<file path="src/rtl/ageb2_serial_cmp.sv">
`default_nettype none
// ============================================================================
// Module   : ageb2_serial_cmp
// Purpose  : Serial A >= B magnitude comparator. Consumes two operand bits
//            per cycle, LSB-first, through one registered GE carry stage.
//            Define SERIAL_CMP_SIGNED_EN for two's-complement operands.
// Revision : 1.0 - initial release
// ============================================================================
module ageb2_serial_cmp #(
    parameter int WIDTH = 16
) (
    input  logic             CK,
    input  logic             CD,
    input  logic             START,
    input  logic             CI,
    input  logic [WIDTH-1:0] A,
    input  logic [WIDTH-1:0] B,
    output logic             READY,
    output logic             DONE,
    output logic             GE
);

    localparam int NSLICE  = WIDTH / 2;
    localparam int C_CNT_W = (NSLICE > 1) ? $clog2(NSLICE) : 1;
    localparam logic [C_CNT_W-1:0] C_LAST = C_CNT_W'(NSLICE - 1);
    localparam logic [C_CNT_W-1:0] C_ONE  = C_CNT_W'(1);

    generate
        if ((WIDTH < 2) || ((WIDTH % 2) != 0)) begin : g_bad_width
            $fatal(1, "ageb2_serial_cmp: WIDTH must be even and >= 2");
        end
    endgenerate

    typedef enum logic [1:0] {
        ST_IDLE = 2'd0,
        ST_RUN  = 2'd1,
        ST_DONE = 2'd2
    } state_t;

    state_t             r_state;
    state_t             w_state_nxt;
    logic               w_load;
    logic               w_step;
    logic [WIDTH-1:0]   r_sa;
    logic [WIDTH-1:0]   r_sb;
    logic               r_carry;
    logic [C_CNT_W-1:0] r_cnt;
    logic               r_ge;
    logic [WIDTH-1:0]   w_a_cap;
    logic [WIDTH-1:0]   w_b_cap;
    logic               w_c0;
    logic               w_carry_nxt;
    logic               w_last;

`ifdef SERIAL_CMP_SIGNED_EN
    // Flipping the sign bit maps two's-complement order onto unsigned order.
    localparam logic [WIDTH-1:0] C_SIGN = {1'b1, {(WIDTH-1){1'b0}}};
    assign w_a_cap = A ^ C_SIGN;
    assign w_b_cap = B ^ C_SIGN;
`else
    assign w_a_cap = A;
    assign w_b_cap = B;
`endif

    // Two chained GE cells: low bit of the slice first, then the high bit.
    assign w_c0        = (r_sa[0] & ~r_sb[0]) | (~(r_sa[0] ^ r_sb[0]) & r_carry);
    assign w_carry_nxt = (r_sa[1] & ~r_sb[1]) | (~(r_sa[1] ^ r_sb[1]) & w_c0);
    assign w_last      = (r_cnt == C_LAST);

    always_comb begin
        w_state_nxt = r_state;
        w_load      = 1'b0;
        w_step      = 1'b0;
        case (r_state)
            ST_IDLE: begin
                if (START) begin
                    w_load      = 1'b1;
                    w_state_nxt = ST_RUN;
                end
            end
            ST_RUN: begin
                w_step = 1'b1;
                if (w_last) begin
                    w_state_nxt = ST_DONE;
                end
            end
            ST_DONE: begin
                if (START) begin
                    w_load      = 1'b1;
                    w_state_nxt = ST_RUN;
                end else begin
                    w_state_nxt = ST_IDLE;
                end
            end
            default: begin
                w_state_nxt = ST_IDLE;
            end
        endcase
    end

    always_ff @(posedge CK or posedge CD) begin
        if (CD) begin
            r_state <= ST_IDLE;
        end else begin
            r_state <= w_state_nxt;
        end
    end

    always_ff @(posedge CK or posedge CD) begin
        if (CD) begin
            r_sa    <= '0;
            r_sb    <= '0;
            r_carry <= 1'b0;
            r_cnt   <= '0;
            r_ge    <= 1'b0;
        end else if (w_load) begin
            r_sa    <= w_a_cap;
            r_sb    <= w_b_cap;
            r_carry <= CI;
            r_cnt   <= '0;
        end else if (w_step) begin
            r_sa    <= r_sa >> 2;
            r_sb    <= r_sb >> 2;
            r_carry <= w_carry_nxt;
            r_cnt   <= r_cnt + C_ONE;
            if (w_last) begin
                r_ge <= w_carry_nxt;
            end
        end
    end

    assign READY = (r_state == ST_IDLE) || (r_state == ST_DONE);
    assign DONE  = (r_state == ST_DONE);
    assign GE    = r_ge;

endmodule
`default_nettype wire

</file>
<file path="config.mk">
export PLATFORM = sky130hd
export DESIGN_NAME = ageb2_serial_cmp
export DESIGN_NICKNAME = d
export VERILOG_FILES = /design/src/rtl/ageb2_serial_cmp.sv
export SDC_FILE = /design/constraint.sdc
export NUM_CORES = 1
export LEC_CHECK = 0
export ABC_AREA = 1
export CAP_MARGIN = 20
export CORE_MARGIN = 2
export CORE_UTILIZATION = 50
export DETAILED_ROUTE_END_ITERATION = 7
export DONT_BUFFER_PORTS = 1
export SETUP_SLACK_MARGIN = 0.4
export SYNTH_ARGS = -nofsm -noshare
export SYNTH_HDL_FRONTEND = slang
export SYNTH_SLANG_ARGS = --single-unit
</file>
<file path="constraint.sdc">
create_clock -name CK -period 1.5 [get_ports CK]
set_input_delay 0.075 -clock CK [delete_from_list [all_inputs] [get_ports CK]]
set_output_delay 0.075 -clock CK [all_outputs]
set_load 0.02 [all_outputs]
</file>
==> impl_results.md <==
- Status: completed
- Netlist cell types: 16
- Slew at the pin closest to its max-slew limit: 480 ps
- Final cell count without fillers: 302
- Tcrit/Tclk final: 0.758
- Die H: 63.5 um
- Filler cell count: 262
- Sequential area share after synthesis: 0.551
- Share of cells above drive strength 1: 0.219
- Final setup fails: 0
- Cts bufs inserted: 5
- R2R Setup Slk: 360 ps
- 1st-pass router iterations: 4
- Mapped Nets: 252
- Met3 WL post-DR: 190 um
- Gp weighted congestion: 0.732
- Hold depth: 3
- Power consumption: 4910 uW
- Yosys reg bits: 39
- DR vias: 1507
- Die area: 4030 sq um
- Pwr/cell area: 1970 nW/um^2
- Vias per cell: 4.99
- ANT nets after route: 0
- Met2 WL: 2.11 mm
- PortBufs: 0
- Hold Vio Cnt, Final: 0
- Worst-path clk slew: 110 ps
- GRT overflow: 0
- Fin Setup TNS: 0 ps
- Reg2Reg Depth: 7
- Arrival time at the worst endpoint: 1380 ps
- Unrepaired setup endpoints after global routing: true
- Fin nets: 295
- Worst IR Drop VDD: 0.876 mV
- Post-Syn Area: 1770 sq um
- Maxcap violations: 0
- Largest net degree at the start of global routing: 40
- Pre-CTS WS: 282 ps
- Rows: 21
- Vias in the first global route: 1456
- Top routing layer in use: met4
- Synth-to-layout area growth: 41.0%
- Final WL: 4.24 mm
- Starting Density: 0.526
- Crit path required time: 1750 ps
- DRC viols: 0
- Placed cells: 253
- Post-detail-place hpwl: 2.27 mm
- HP Class: in -> reg
- Crit path time final: 1140 ps
- DR iter-0 viols: 70
- Crit Path Max Fanout: 9
- F_max: 0.879 GHz
- Pleak: 0.00121 uW
- IO Pins: 39
- Worst R2R End: r_carry$_DFFE_PP0P_
- Yosys warns: 0
- N_diodes: 0
- Clk Latency, worst-skew pair: 350 ps
- Syn Area/Cell: 8.35 sq um
- Clock sink count: 39
- First-pass GRT wire length: 6.67 mm
- Crit Path Class: reg -> reg
- Relative slew slack: 0.680
- CTS Root Cell: clkbuf_4
- H-tree levels: 2
- Die X: 63.5 um
- Critical Path Sink Type: flip-flop
- Maximum buffer depth of the clock tree: 2
- Core Util, Final: 0.742
- Cell count after synthesis: 212
- Min-delay src: START
- Metal-1 WL: 1.92 mm
- Reg2reg start: r_state[0]$_DFFE_PP0P_
- Pins Over Slew Limit: 0
- All-Layer GR Usage: 0.216
- CP Launch Type: flip-flop
- WHS Endpoint: r_state[0]$_DFFE_PP0P_
- WL/cell: 14.0 um
- Initial antenna violation count: 0
- Max Clock Skew: 11.8 ps
- Core ar.: 3360 sq um
- Setup WS post-layout: 363 ps
- CTS tree: built
## power by group
part           total (uW)  internal [uW]  switching (uW)  leakage, uW
combinational        2200            924            1280     0.000670
clock                 866            520             346    0.0000525
sequential           1850           1540             306     0.000489
total                4910           2980            1930      0.00121
## cells by family (layout without fill, tap and decap cells)
kind of cell | count (synthesis) | in the layout | share of synthesized area
and+or+nand+nor | 144 | 144 | 0.334
buffers and inverters | 20 | 64 | 0.0693
AOI/OAI and AO/OA | 5 | 5 | 0.0170
adders and majority gates | 4 | 4 | 0.0283
DFF | 39 | 39 | 0.551
## worst max path at each step
stage | from | endpoint | depth (start not counted)
final | r_state[0]$_DFFE_PP0P_ | r_carry$_DFFE_PP0P_ | 7
after global placement | r_state[0]$_DFFE_PP0P_ | r_carry$_DFFE_PP0P_ | 7
after global routing | r_state[0]$_DFFE_PP0P_ | r_carry$_DFFE_PP0P_ | 7
after detailed placement | r_state[0]$_DFFE_PP0P_ | r_carry$_DFFE_PP0P_ | 7
after CTS | r_state[1]$_DFFE_PP0P_ | r_sb[0]$_DFFE_PP0P_ | 6
after floorplan | r_state[0]$_DFFE_PP0P_ | r_sa[0]$_DFFE_PP0P_ | 6
## routing by layer
metal | global-route usage | up-vias
met5 | 0 | -
li1 | - | 750
met1 | 0.297 | 716
met4 | 0.0408 | 0
met2 | 0.333 | 39
met3 | 0.0768 | 2
## layout by cell type (no fill, tap or decap)
cell type | netlist | final
dfrtp_1 | 39 | 38
clkbuf_1 | 0 | 1
nand3_2 | 0 | 3
inv_2 | 2 | 1
ha_2 | 0 | 2
bufinv_16 | 0 | 2
inv_4 | 1 | 1
nor2_2 | 0 | 3
nand2_8 | 0 | 2
o21ai_0 | 2 | 2
clkbuf_4 | 0 | 5
ha_1 | 4 | 2
clkinv_4 | 0 | 1
nand3_1 | 27 | 24
buf_12 | 0 | 2
nand2_1 | 109 | 88
nand2_2 | 1 | 20
buf_16 | 0 | 1
dfrtp_2 | 0 | 1
inv_16 | 0 | 1
a21oi_1 | 1 | 1
dlygate4sd3_1 | 0 | 34
nor2_1 | 5 | 2
nand2_4 | 2 | 2
inv_8 | 0 | 3
clkbuf_16 | 0 | 1
inv_1 | 8 | 6
buf_4 | 1 | 3
o211ai_1 | 2 | 2
buf_8 | 0 | 2
## state kept, by name, indices dropped and copies added (netlist names)
name and flops:
r_sa 16, r_sb 16, r_cnt 3, GE 1
r_state 2, r_carry 1
## Yosys cell counts (all sizes together)
| cell | n | share of area |
|---|---|---|
| a21oi | 1 | 0.0028 |
| buf | 9 | 0.045 |
| dfrtp | 39 | 0.55 |
| ha | 4 | 0.028 |
| inv | 11 | 0.025 |
| nand2 | 112 | 0.25 |
| nand3 | 27 | 0.076 |
| nor2 | 5 | 0.011 |
| o211ai | 2 | 0.0085 |
| o21ai | 2 | 0.0057 |
## area by class of cell
class	instances	area, sq um	share of cell area
timing repair inverter	2	22.5	0.00902
clock buffer	6	41.3	0.0165
sequential	39	977	0.391
inverter	11	72.6	0.0291
clock inverter	2	60.1	0.0241
multi-input combinational	153	779	0.312
timing repair buffer	43	485	0.194
tap	46	57.6	0.0231
## critical path: stages (launching register included)
cell and delay, ps:
dfrtp_2 450, clkinv_4 120, nand2_8 110, nand2_8 120, inv_16 110, nor2_2 30, nand2_1 60, nand2_1 40
## repair_timing
action / CTS / global route
hold buffers: 34 / 0
endpoints found under the setup margin: 37 / 38
setup buffers: 1 / 1
pin swaps: 5 / 5
hold endpoints to repair: 72 / 0
resized for setup: 23 / 34
cloned: 3 / 2
## through the flow
step / area [sq um] / hold WS [ps]
after detailed placement: 1790 / 119
final: 2500 / 32.5
after floorplan: 1770 / 192
after CTS: 2350 / 33.1
after global routing: 2500 / 24.5
after global placement: 1790 / 108
Power figures use the tool's default switching activity.
